[src/rtl/tpic_readback_if.sv]
// tpic_readback_if -- signal bundle between a host and the TPIC chain readback block.
//   start     : host -> block, one-cycle request to begin a readback pass
//   expected  : host -> block, relay image last written to the chain
//   miso      : chain -> block, serial output of the last chain stage
//   sclk      : block -> chain, shift clock
//   mosi      : block -> chain, recirculated expected image
//   busy      : block -> host, pass in progress
//   done      : block -> host, one-cycle pass-complete pulse
//   data      : block -> host, captured chain contents
//   mismatch  : block -> host, captured contents differ from the snapshot
//   err_count : block -> host, number of differing bits
//   first_err : block -> host, index of the first differing bit captured
// Modport slave is the readback block; master is the host/chain side.
interface tpic_readback_if #(
  parameter int WIDTH = 300
);
  localparam int KW  = (WIDTH > 1) ? $clog2(WIDTH) : 1;
  localparam int ECW = $clog2(WIDTH + 1);

  logic             start;
  logic [WIDTH-1:0] expected;
  logic             miso;
  logic             sclk;
  logic             mosi;
  logic             busy;
  logic             done;
  logic [WIDTH-1:0] data;
  logic             mismatch;
  logic [ECW-1:0]   err_count;
  logic [KW-1:0]    first_err;

  modport slave (
    input  start, expected, miso,
    output sclk, mosi, busy, done, data, mismatch, err_count, first_err
  );

  modport master (
    output start, expected, miso,
    input  sclk, mosi, busy, done, data, mismatch, err_count, first_err
  );
endinterface

[src/rtl/tpic_readback.sv]
// tpic_readback -- reads back a TPIC shift-register relay chain without
// disturbing it. The expected image is shifted back in on mosi while the
// chain contents come out on miso, so after a full pass the chain shift
// registers hold the snapshot again; rck/enable are never touched.
// Ports:
//   clk     : system clock, rising edge
//   reset_n : asynchronous active-low reset
//   bus     : tpic_readback_if.slave (start/expected/miso in;
//             sclk/mosi/busy/done/data/mismatch/err_count/first_err out)
// Timing: each bit takes CLK_DIV cycles with sclk low then CLK_DIV cycles
// with sclk high; miso is sampled on the last low cycle, just before the
// chain shifts on the sclk rising edge.
module tpic_readback #(
  parameter int WIDTH   = 300,
  parameter int CLK_DIV = 2
) (
  input logic           clk,
  input logic           reset_n,
  tpic_readback_if.slave bus
);
  localparam int KW  = (WIDTH > 1) ? $clog2(WIDTH) : 1;
  localparam int ECW = $clog2(WIDTH + 1);
  localparam int CW  = (CLK_DIV > 1) ? $clog2(CLK_DIV) : 1;

  typedef enum logic [1:0] {IDLE, LOW, HIGH, DONE} state_t;

  state_t           state_reg;
  logic [WIDTH-1:0] snap_reg;
  logic [WIDTH-1:0] data_reg;
  logic [KW-1:0]    k_reg;
  logic [CW-1:0]    cnt_reg;
  logic             sclk_reg;
  logic             mosi_reg;
  logic             busy_reg;
  logic             done_reg;
  logic             mismatch_reg;
  logic [ECW-1:0]   err_count_reg;
  logic [KW-1:0]    first_err_reg;

  // Bit position currently on the wire; highest index goes first.
  logic [KW-1:0] idx;
  assign idx = KW'(WIDTH - 1) - k_reg;

  always_ff @(posedge clk or negedge reset_n) begin
    if (!reset_n) begin
      state_reg     <= IDLE;
      snap_reg      <= '0;
      data_reg      <= '0;
      k_reg         <= '0;
      cnt_reg       <= '0;
      sclk_reg      <= 1'b0;
      mosi_reg      <= 1'b0;
      busy_reg      <= 1'b0;
      done_reg      <= 1'b0;
      mismatch_reg  <= 1'b0;
      err_count_reg <= '0;
      first_err_reg <= '0;
    end else begin
      done_reg <= 1'b0;
      case (state_reg)
        IDLE: begin
          sclk_reg <= 1'b0;
          busy_reg <= 1'b0;
          if (bus.start) begin
            snap_reg      <= bus.expected;
            data_reg      <= '0;
            err_count_reg <= '0;
            mismatch_reg  <= 1'b0;
            first_err_reg <= '0;
            k_reg         <= '0;
            cnt_reg       <= '0;
            mosi_reg      <= bus.expected[WIDTH-1];
            busy_reg      <= 1'b1;
            state_reg     <= LOW;
          end
        end

        LOW: begin
          if (cnt_reg == CW'(CLK_DIV - 1)) begin
            cnt_reg       <= '0;
            data_reg[idx] <= bus.miso;
            if (bus.miso != snap_reg[idx]) begin
              // Saturation is unnecessary: at most WIDTH bits can differ.
              err_count_reg <= err_count_reg + ECW'(1);
              if (!mismatch_reg) begin
                mismatch_reg  <= 1'b1;
                first_err_reg <= idx;
              end
            end
            sclk_reg  <= 1'b1;
            state_reg <= HIGH;
          end else begin
            cnt_reg <= cnt_reg + CW'(1);
          end
        end

        HIGH: begin
          if (cnt_reg == CW'(CLK_DIV - 1)) begin
            cnt_reg  <= '0;
            sclk_reg <= 1'b0;
            if (k_reg == KW'(WIDTH - 1)) begin
              busy_reg  <= 1'b0;
              done_reg  <= 1'b1;
              state_reg <= DONE;
            end else begin
              k_reg     <= k_reg + KW'(1);
              // Next bit down; mosi changes only while sclk is low.
              mosi_reg  <= snap_reg[idx - KW'(1)];
              state_reg <= LOW;
            end
          end else begin
            cnt_reg <= cnt_reg + CW'(1);
          end
        end

        DONE: begin
          // start is deliberately not looked at here.
          state_reg <= IDLE;
        end

        default: state_reg <= IDLE;
      endcase
    end
  end

  assign bus.sclk      = sclk_reg;
  assign bus.mosi      = mosi_reg;
  assign bus.busy      = busy_reg;
  assign bus.done      = done_reg;
  assign bus.data      = data_reg;
  assign bus.mismatch  = mismatch_reg;
  assign bus.err_count = err_count_reg;
  assign bus.first_err = first_err_reg;
endmodule

[src/flat_wrapper.sv]
// flat-port wrapper written by rule: the top's interface ports become plain ports
module tpic_readback_flat 
#(
  parameter int WIDTH   = 300,
  parameter int CLK_DIV = 2
)
  (clk, reset_n, bus_start, bus_expected, bus_miso, bus_sclk, bus_mosi, bus_busy, bus_done, bus_data, bus_mismatch, bus_err_count, bus_first_err);
  tpic_readback_if #(.WIDTH(WIDTH)) bus_i ();
  input logic clk;
  input logic reset_n;
  input wire logic [$bits(bus_i.start)-1:0] bus_start;
  input wire logic [$bits(bus_i.expected)-1:0] bus_expected;
  input wire logic [$bits(bus_i.miso)-1:0] bus_miso;
  output wire logic [$bits(bus_i.sclk)-1:0] bus_sclk;
  output wire logic [$bits(bus_i.mosi)-1:0] bus_mosi;
  output wire logic [$bits(bus_i.busy)-1:0] bus_busy;
  output wire logic [$bits(bus_i.done)-1:0] bus_done;
  output wire logic [$bits(bus_i.data)-1:0] bus_data;
  output wire logic [$bits(bus_i.mismatch)-1:0] bus_mismatch;
  output wire logic [$bits(bus_i.err_count)-1:0] bus_err_count;
  output wire logic [$bits(bus_i.first_err)-1:0] bus_first_err;
  assign bus_i.start = bus_start;
  assign bus_i.expected = bus_expected;
  assign bus_i.miso = bus_miso;
  assign bus_sclk = bus_i.sclk;
  assign bus_mosi = bus_i.mosi;
  assign bus_busy = bus_i.busy;
  assign bus_done = bus_i.done;
  assign bus_data = bus_i.data;
  assign bus_mismatch = bus_i.mismatch;
  assign bus_err_count = bus_i.err_count;
  assign bus_first_err = bus_i.first_err;
  tpic_readback #(.WIDTH(WIDTH), .CLK_DIV(CLK_DIV)) u_core (.clk(clk), .reset_n(reset_n), .bus(bus_i));
endmodule
[config.mk]
export PLATFORM = sky130hd
export DESIGN_NAME = tpic_readback_flat
export DESIGN_NICKNAME = d
export VERILOG_FILES = /design/src/rtl/tpic_readback_if.sv /design/src/rtl/tpic_readback.sv /design/src/flat_wrapper.sv
export SDC_FILE = /design/constraint.sdc
export NUM_CORES = 1
export LEC_CHECK = 0
export BUFFER_PORTS_ARGS = -buffer_cell sky130_fd_sc_hd__buf_2
export CAP_MARGIN = 40
export CORE_UTILIZATION = 35
export CTS_CLUSTER_DIAMETER = 150
export CTS_CLUSTER_SIZE = 14
export DETAILED_ROUTE_END_ITERATION = 10
export GPL_ROUTABILITY_DRIVEN = 0
export GPL_TIMING_DRIVEN = 0
export SETUP_SLACK_MARGIN = 0.1
export SLEW_MARGIN = 20
export SYNTH_ARGS = -nofsm -noshare
export SYNTH_HDL_FRONTEND = slang
export SYNTH_SLANG_ARGS = --single-unit
[constraint.sdc]
create_clock -name clk -period 13.6 [get_ports clk]
set_clock_uncertainty 0.15 [all_clocks]
set_input_delay 2.72 -clock clk [delete_from_list [all_inputs] [get_ports clk]]
set_output_delay 2.72 -clock clk [all_outputs]
set_load 0.02 [all_outputs]
==> results.py, run 1 <==
metrics = {
    "status": {
        "status": "finished clean",
    },
    "critical_path": {
        "path_buf_inv": 9,
        "crit_path_cell_trace": "clkbuf_1 > buf_2 > buf_2 > inv_1 > ha_1 > clkbuf_1 > buf_2 > clkbuf_1 > buf_1 > buf_6 > mux4_2 > mux2i_1 > nand2_1 > o211ai_1 > o211ai_1 > o211ai_1 > o21ai_0 > a211oi_1 > o31ai_1",
        "critPathMaxFanout": 10,
        "reg2reg_to": "u_core.bus.mosi",
        "cp.required_ns": 13.94,
        "cpLargestDelayFamily": "buffers and inverters",
        "slowest_stage": "clkbuf_1",
        "r2r.worst_path.cells": 19,
        "crit_start": "u_core.k_reg[1]",
        "critPathMaxStageDelay_ns": 0.65,
        "cp-start-kind": "flop",
        "arrival_ns": 7.02,
        "r2r_setup_slack_ns": 6.92,
        "endpoint_kind": "flop",
        "critical_path_class": "reg2reg",
        "rr_startpoint": "u_core.k_reg[1]",
    },
    "sta": {
        "fin_ws_ns": 6.920,
        "setup_viol": 0,
        "maxSlewViolCount": 0,
        "fmax_ghz": 0.1497,
        "max_slew_margin_pct": 37.84,
        "rsz0062_at_grt": "false",
        "worst_pin_slew_ns": 0.9325,
        "finalCritPeriodShare_pct": 49.12,
        "fin_crit_ns": 6.680,
        "finalHoldViolCount": 0,
    },
    "power": {
        "combPwrFrac_pct": 4.1,
        "p_per_area_mw_per_mm2": 87.65,
        "netSwitchingPower_w": 0.0008229,
        "clockPowerShare_pct": 40.7,
        "power.internal_w": 0.002621,
        "switching_share_pct": 23.89,
        "seqPwrFrac_pct": 55.2,
        "cellLeakagePower_nw": 18.56,
        "peakVddDrop_mv": 0.1054,
    },
    "route": {
        "via_per_inst": 6.038,
        "vias": 28140,
        "drt_iter0_drc": 2620,
        "drt_first_pass_iters": 6,
        "drt-total-wl_mm": 139.1,
        "ant_nets": 0,
        "wl_per_cell_um": 29.86,
        "drc_errors": 0,
    },
    "floorplan": {
        "initial_core_util_pct": 35.36,
        "die_height_um": 306.3,
        "die_area_sq_mm": 0.09384,
        "die_x_um": 306.3,
        "ioPinCount": 627,
        "coreArea_sq_mm": 0.09166,
        "row_count": 111,
    },
    "clock_network": {
        "cts.clk_slew.worst_paths_ns": 0.08,
        "htree_levels": 2,
        "numCtsBuffers": 51,
        "insertion_delay_ns": 0.64,
        "clk_path_buf_depth": 3,
        "clockRootBuffer": "clkbuf_16",
        "ctsHoldBuffers": 0,
        "post_cts_buffers": 0,
        "cts_tree": "yes",
        "post_cts_resized": 0,
        "cts.sink_count": 635,
    },
    "worst_hold_path": {
        "holdPathStages": 2,
        "worstHoldStart": "u_core.bus.mosi",
        "min_path_type": "reg2reg",
        "whs_endpoint": "u_core.bus.mosi",
    },
    "final_layout": {
        "instances_no_fill": 4660,
        "drive_above_1_share_pct": 36.12,
        "nNetsFinal": 3779,
        "n_fill_cell": 8754,
        "final_core_util_pct": 42.87,
        "multiInputGateArea_sq_mm": 0.01541,
        "regArea_sq_mm": 0.01589,
        "layout_commonest_cell": "buf_2",
        "syn2layout_area_growth_pct": 21.23,
        "final_cell_mix": "buf_2 (644), dfrtp_1 (635), o21ai_0 (580)",
    },
    "global_routing": {
        "grt_overflow_total": 0,
        "grtUsageTotal_pct": 29.15,
        "grt_max_degree": 96,
        "grt_pass1_vias": 27840,
        "grt_pass1_wl_mm": 199.7,
        "antenna_found_initial": 37,
    },
    "yosys": {
        "syn_area_sq_mm": 0.03241,
        "syn-num-nets": 3032,
        "synth-edff-count": 0,
        "yosysSeqAreaShare_pct": 49.02,
        "ys_types": 65,
        "synth_warnings": 0,
        "synth_ff_type": "dfrtp_1",
        "avgSynthCellArea_sq_um": 11.94,
        "synthArstFlopShare_pct": 100.0,
        "synth-seq-cells": 635,
        "synthCells": 2714,
    },
    "placement": {
        "place_ws_ns": 6.761,
        "hpwlAfterDp_mm": 106.3,
        "place_inst": 4588,
        "portBuffers": 626,
    },
    "job": {
        "drv_cap": 0,
    },
}
cell families after synthesis:
family          share of synthesized area [%]
compound gates                          20.34
buf+inv                                 3.470
mux                                     22.38
simple gates                            3.760
flops                                   49.02
fa+ha+maj                              0.5404
xor+xnor                               0.4864
area by class of cell:
cell class,count,area share (%)
sequential,635,40.44
multi-input combinational,1789,39.22
timing repair buffer,694,10.22
tap,1186,3.776
clock buffer,52,3.311
buffer,279,2.764
inverter,11,0.1051
clock inverter,3,0.09234
antenna,11,0.07005
how the worst max path moves through the flow:
stage / end / slack, ns / depth (start not counted)
6_report: u_core.bus.mosi / 6.92 / 19
5_1_grt: u_core.bus.mosi / 6.47 / 19
2_1_floorplan: u_core.bus.mosi / 8.70 / 15
4_1_cts: u_core.bus.mosi / 6.75 / 19
3_5_place_dp: u_core.bus.mosi / 6.76 / 19
3_3_place_gp: u_core.snap_reg[12] / -4.40 / 1
metrics by stage:
step,total power (W),cell area (sq um),TNS (ns),hold slack [ns]
after floorplan,0.001962,32410,0,0.2996
after global placement,0.002074,37030,-2700.25,0.3070
after detailed placement,0.002081,37860,0,0.3154
after CTS,0.003469,39200,0,0.3415
after global routing,0.003543,39280,0,0.3817
final,0.003444,39300,0,0.3401
per-layer routing:
layer  wire length [um]  share of wire, %  track usage, %
met5                358              0.26               0
met4               7293               5.2           12.76
met3              12960               9.3           7.928
met2              66410                48           48.80
met1              52120                37           35.07
synthesized netlist by cell type (12+ instances only):
cell type	number	area, sq um
a21oi_1	21	105.1
a22o_1	291	2549
a22oi_1	24	180.2
and2_1	15	93.84
and3_1	12	75.07
buf_2	17	85.08
clkbuf_1	248	930.9
dfrtp_1	635	15890
ha_1	14	175.2
mux2_2	313	3525
mux2i_1	15	150.1
mux4_2	159	3581
nand2_1	90	337.8
nand3_1	57	285.3
nor2_1	27	101.4
o211ai_1	28	210.2
o21ai_0	580	2903
o31ai_1	22	165.2
power groups by stage:
stage	Combinational, W	Clock [W]	Sequential [W]
finish	0.000141	0.00140	0.00190
CTS	0.000145	0.00142	0.00190
detailed placement	0.000144	0	0.00194
floorplan	0.0000190	0	0.00194
global placement	0.000136	0	0.00194
global route	0.000155	0.00149	0.00190
worst reg2reg max path, cell delays in order (launching register included):
cell,delay (ns)
dfrtp_1,0.55
clkbuf_1,0.66
buf_2,0.51
buf_2,0.41
inv_1,0.22
ha_1,0.36
clkbuf_1,0.18
buf_2,0.42
clkbuf_1,0.49
buf_1,0.40
buf_6,0.23
mux4_2,0.51
mux2i_1,0.30
nand2_1,0.11
o211ai_1,0.14
o211ai_1,0.17
o211ai_1,0.16
o21ai_0,0.14
a211oi_1,0.31
o31ai_1,0.12
Note: power is estimated with default switching activity, not from simulation.
==> run 2, diff against run 1 <==
==> constraint.sdc (replaced) <==
create_clock -name clk -period 6.1 [get_ports clk]
set_clock_uncertainty 0.15 [all_clocks]
set_input_delay 1.22 -clock clk [delete_from_list [all_inputs] [get_ports clk]]
set_output_delay 1.22 -clock clk [all_outputs]
set_load 0.02 [all_outputs]
==> results.py, run 2 (same netlist as run 1, synthesis figures left out) <==
metrics = {
    "route": {
        "ant_nets": 0,
        "wl_per_cell_um": 29.84,
        "drt-total-wl_mm": 139.0,
        "via_per_inst": 6.041,
        "drc_errors": 0,
        "drt_first_pass_iters": 6,
        "vias": 28140,
        "drt_iter0_drc": 2644,
    },
    "global_routing": {
        "grt_pass1_vias": 27830,
        "antenna_found_initial": 37,
        "grt_overflow_total": 0,
        "grtUsageTotal_pct": 29.14,
        "grt_pass1_wl_mm": 199.7,
        "grt_max_degree": 96,
    },
    "placement": {
        "hpwlAfterDp_mm": 106.3,
        "place_ws_ns": -0.7390,
        "portBuffers": 626,
    },
    "clock_network": {
        "cts.clk_slew.worst_paths_ns": 0.08,
        "insertion_delay_ns": 0.64,
        "clockRootBuffer": "clkbuf_16",
        "htree_levels": 2,
        "post_cts_buffers": 0,
        "ctsHoldBuffers": 0,
        "cts.sink_count": 635,
        "clk_path_buf_depth": 3,
        "cts_tree": "yes",
        "numCtsBuffers": 51,
    },
    "floorplan": {
        "initial_core_util_pct": 35.36,
        "ioPinCount": 627,
        "coreArea_sq_mm": 0.09166,
        "die_height_um": 306.3,
        "die_area_sq_mm": 0.09384,
        "die_x_um": 306.3,
        "row_count": 111,
    },
    "final_layout": {
        "final_cell_mix": "buf_2 (643), dfrtp_1 (635), o21ai_0 (580)",
        "final_core_util_pct": 42.87,
        "n_fill_cell": 8753,
        "layout_commonest_cell": "buf_2",
        "drive_above_1_share_pct": 36.23,
        "syn2layout_area_growth_pct": 21.23,
        "nNetsFinal": 3777,
    },
    "sta": {
        "maxSlewViolCount": 0,
        "fin_ws_ns": 0.4311,
        "setup_viol": 0,
        "finalCritPeriodShare_pct": 92.93,
        "fmax_ghz": 0.1764,
        "finalHoldViolCount": 0,
        "rsz0062_at_grt": "false",
        "fin_crit_ns": 5.669,
        "fin_setup_tns_ns": 0,
        "max_slew_margin_pct": 38.93,
        "worst_pin_slew_ns": 0.9161,
    },
    "critical_path": {
        "critical_path_class": "reg2reg",
        "r2r.worst_path.cells": 17,
        "critPathMaxFanout": 10,
        "cp.required_ns": 6.44,
        "cp-start-kind": "flop",
        "arrival_ns": 6.01,
        "endpoint_kind": "flop",
    },
    "power": {
        "cellLeakagePower_nw": 18.57,
        "p_per_area_mw_per_mm2": 195.2,
        "finalPower_w": 0.007672,
        "peakVddDrop_mv": 0.2347,
    },
    "job": {
        "drv_cap": 0,
    },
    "status": {
        "status": "finished clean",
    },
    "worst_hold_path": {
        "min_path_type": "reg2reg",
        "holdPathStages": 2,
    },
}
==> run 2: changes by cell type in the layout (fill, tap and decap cells not counted) <==
cell	previous run	this run
buf_1	10	8
diode_2	11	10
clkbuf_1	246	243
buf_4	9	11
clkbuf_2	2	3
clkbuf_4	1	2
buf_2	644	643
==> run 2: area by class of cell <==
| class | count | area [sq um] | area share (%) |
|---|---|---|---|
| clock inverters | 3 | 36.28 | 0.09233 |
| diodes | 10 | 25.02 | 0.06368 |
| well taps | 1186 | 1484 | 3.776 |
| plain buffers | 277 | 1090 | 2.773 |
| clock buffers | 52 | 1301 | 3.311 |
| flip-flops and latches | 635 | 15890 | 40.44 |
| inverters | 11 | 41.29 | 0.1051 |
| repair buffers | 694 | 4018 | 10.22 |
| multi-input cells | 1789 | 15410 | 39.22 |
==> run 2: critical path, cell delays in order, from the launching register on <==
cell,delay [ns]
dfrtp_1,0.56
buf_2,0.40
buf_4,0.33
buf_2,0.37
inv_1,0.21
ha_1,0.36
clkbuf_1,0.18
clkbuf_2,0.49
clkbuf_1,0.30
buf_6,0.22
mux4_2,0.51
mux2_2,0.29
o211ai_1,0.16
o211ai_1,0.19
o21ai_0,0.18
o21ai_0,0.14
a211oi_1,0.32
o31ai_1,0.12
==> run 2: power breakdown <==
group	internal (W)	switching (W)
clock network	0.00151	0.00161
registers	0.00422	0.0000152
logic	0.000113	0.000201
total	0.00584	0.00183
==> run 2: routing by layer <==
metal  wire length (um)  global-route usage, %
met1              52410                  35.03
met2              66620                  48.86
met3              12580                  7.935
met4               6983                  12.66
met5                369                      0
==> run 2: what timing repair did <==
action	4_1_cts	5_1_grt
hold endpoints to repair	0	0
cloned	0	0
resized for setup	4	4
endpoints found under the setup margin	1	20
==> run 2: final timing paths <==
path	start	to	slack, ns
max	u_core.k_reg[1]	u_core.bus.mosi	0.43
min	u_core.bus.mosi	u_core.bus.mosi	0.34
max reg2reg	u_core.k_reg[1]	u_core.bus.mosi	0.43
min reg2reg	u_core.bus.mosi	u_core.bus.mosi	0.34
max in group asynchronous	reset_n	u_core.snap_reg[52]	3.27
min in group asynchronous	reset_n	u_core.bus.data[101]	0.42
==> run 2: stage by stage <==
| step | cell area (sq um) | hold WS (ns) | instances |
|---|---|---|---|
| 5_1_grt | 39290 | 0.3817 | 4652 |
| 4_1_cts | 39210 | 0.3415 | 4642 |
| 3_5_place_dp | 37860 | 0.3154 | 4588 |
| 3_3_place_gp | 37030 | 0.3070 | 4526 |
| 2_1_floorplan | 32410 | 0.2996 | 2714 |
| 6_report | 39300 | 0.3402 | 4657 |
==> run 3, diff against run 2 <==
--- a/config.mk
+++ b/config.mk
@@ -7,12 +7,14 @@
 export LEC_CHECK = 0
 export BUFFER_PORTS_ARGS = -buffer_cell sky130_fd_sc_hd__buf_2
 export CAP_MARGIN = 40
-export CORE_UTILIZATION = 35
+export CORE_MARGIN = 5
+export CORE_UTILIZATION = 45
 export CTS_CLUSTER_DIAMETER = 150
 export CTS_CLUSTER_SIZE = 14
 export DETAILED_ROUTE_END_ITERATION = 10
 export GPL_ROUTABILITY_DRIVEN = 0
 export GPL_TIMING_DRIVEN = 0
+export PLACE_DENSITY = 0.7
 export SETUP_SLACK_MARGIN = 0.1
 export SLEW_MARGIN = 20
 export SYNTH_ARGS = -nofsm -noshare
==> results.py, run 3 (same netlist as run 1, synthesis figures left out) <==
metrics = {
    "power": {
        "p_per_area_mw_per_mm2": 196.5,
        "peakVddDrop_mv": 0.1969,
        "cellLeakagePower_nw": 18.46,
    },
    "final_layout": {
        "nNetsFinal": 3760,
        "instances_no_fill": 4424,
        "syn2layout_area_growth_pct": 19.93,
        "final_cell_mix": "buf_2 (640), dfrtp_1 (634), o21ai_0 (579)",
        "final_area_sq_mm": 0.03887,
        "n_fill_cell": 6223,
        "drive_above_1_share_pct": 35.86,
        "regArea_sq_mm": 0.01589,
        "layout_commonest_cell": "buf_2",
        "multiInputGateArea_sq_mm": 0.01541,
    },
    "route": {
        "drt-total-wl_mm": 133.8,
        "ant_nets": 0,
        "drt_first_pass_iters": 6,
        "wl_per_cell_um": 30.24,
        "vias": 28960,
        "via_per_inst": 6.545,
        "drc_errors": 0,
        "drt_iter0_drc": 3355,
    },
    "critical_path": {
        "crit_path_cell_trace": "clkbuf_1 > inv_1 > ha_1 > clkbuf_2 > buf_2 > nor2_1 > clkbuf_1 > a22oi_1 > nand2_1 > nand4_1 > o2111ai_1 > or4_1 > or4b_1 > buf_2 > and4_1 > a311o_1",
        "critPathMaxFanout": 10,
        "critPathMaxStageDelay_ns": 0.67,
        "cp-start-kind": "flop",
        "arrival_ns": 6.15,
        "critical_path_class": "reg2reg",
        "cp.required_ns": 6.45,
        "endpoint_kind": "flop",
        "slowest_stage": "or4_1",
    },
    "worst_hold_path": {
        "min_path_type": "reg2reg",
    },
    "clock_network": {
        "clk_path_buf_depth": 3,
        "clockRootBuffer": "clkbuf_16",
        "cts.clk_slew.worst_paths_ns": 0.07,
        "insertion_delay_ns": 0.63,
        "numCtsBuffers": 51,
        "post_cts_buffers": 0,
        "cts.sink_count": 635,
        "cts_tree": "yes",
        "htree_levels": 2,
    },
    "sta": {
        "fin_crit_ns": 5.809,
        "max_slew_margin_pct": 35.81,
        "worst_pin_slew_ns": 0.9629,
        "setup_viol": 0,
        "fmax_ghz": 0.1721,
        "rsz0062_at_grt": "false",
        "finalCritPeriodShare_pct": 95.23,
        "maxSlewViolCount": 0,
        "finalHoldViolCount": 0,
    },
    "floorplan": {
        "ioPinCount": 627,
        "die_area_sq_mm": 0.07750,
        "initial_core_util_pct": 45.34,
        "die_height_um": 278.4,
        "row_count": 98,
        "die_x_um": 278.4,
        "coreArea_sq_mm": 0.07149,
    },
    "placement": {
        "placed_cell_area_sq_mm": 0.03729,
        "place_inst": 4327,
        "portBuffers": 626,
        "hpwlAfterDp_mm": 101.1,
    },
    "global_routing": {
        "grtUsageTotal_pct": 33.12,
        "grt_overflow_total": 0,
        "grt_pass1_vias": 28380,
        "antenna_found_initial": 49,
        "grt_pass1_wl_mm": 192.8,
        "grt_max_degree": 101,
    },
    "status": {
        "status": "finished clean",
    },
    "job": {
        "drv_cap": 0,
    },
}
run 3: routing by layer:
metal  share of wire [%]  global-route usage [%]  routed length, um  vias up
met5                0.18                       0                247        -
met4                 7.2                   19.96               9641       40
met3                  11                   8.993              14400      521
met2                  47                   53.52              62730     1973
met1                  35                   39.83              46750    14530
li1                    -                       -                  -    11900
run 3: final timing paths:
check | start | to | slack, ns | cells after the start
max in group asynchronous | reset_n | u_core.snap_reg[4] | 3.71 | 4
worst max register to register | u_core.k_reg[2] | u_core.bus.first_err[7] | 0.29 | 16
worst min-delay path | u_core.state_reg[1] | u_core.state_reg[1] | 0.35 | 1
min in group asynchronous | reset_n | u_core.bus.data[84] | 0.41 | 1
worst max-delay path | u_core.k_reg[2] | u_core.bus.first_err[7] | 0.29 | 16
worst min register to register | u_core.state_reg[1] | u_core.state_reg[1] | 0.35 | 1
run 3: repair_timing:
item,4_1_cts,5_1_grt
gates resized for setup,3,5
pin swaps,0,0
hold buffers,0,0
setup endpoints to repair,1,20
hold endpoints to repair,0,0
run 3: area by class of cell:
cell class,count,share of cell area [%]
well taps,950,3.058
flip-flops and latches,635,40.88
plain buffers,279,2.823
multi-input cells,1789,39.63
diodes,30,0.1931
clock inverters,4,0.2253
inverters,11,0.1062
clock buffers,51,3.283
repair buffers,675,9.798
run 3: worst max-delay path: cells and delay by family, from the launching register on:
family | cells | cell delay [ns]
compound gates | 3 | 0.79
buf+inv | 6 | 1.97
flops | 1 | 0.47
fa+ha+maj | 1 | 0.37
simple gates | 6 | 1.90
run 3: stage by stage:
| stage | hold slack, ns | total power [W] | setup slack [ns] | utilization, % | setup TNS [ns] |
|---|---|---|---|---|---|
| floorplan | 0.2996 | 0.004374 | 1.198 | - | 0 |
| global placement | 0.3130 | 0.004615 | -9.932 | 51.39 | -6235.26 |
| detailed placement | 0.3309 | 0.004630 | -0.3726 | 52.17 | -0.3726 |
| CTS | 0.3506 | 0.007662 | 0.1024 | 54.08 | 0 |
| global route | 0.3870 | 0.007847 | 0.1193 | 54.33 | 0 |
| finish | 0.3528 | 0.007637 | 0.2910 | 54.38 | 0 |
run 3: report_power, final:
part,switching (W),internal (W)
Clock,0.00159,0.00150
Sequential,0.0000175,0.00422
Combinational,0.000195,0.000113
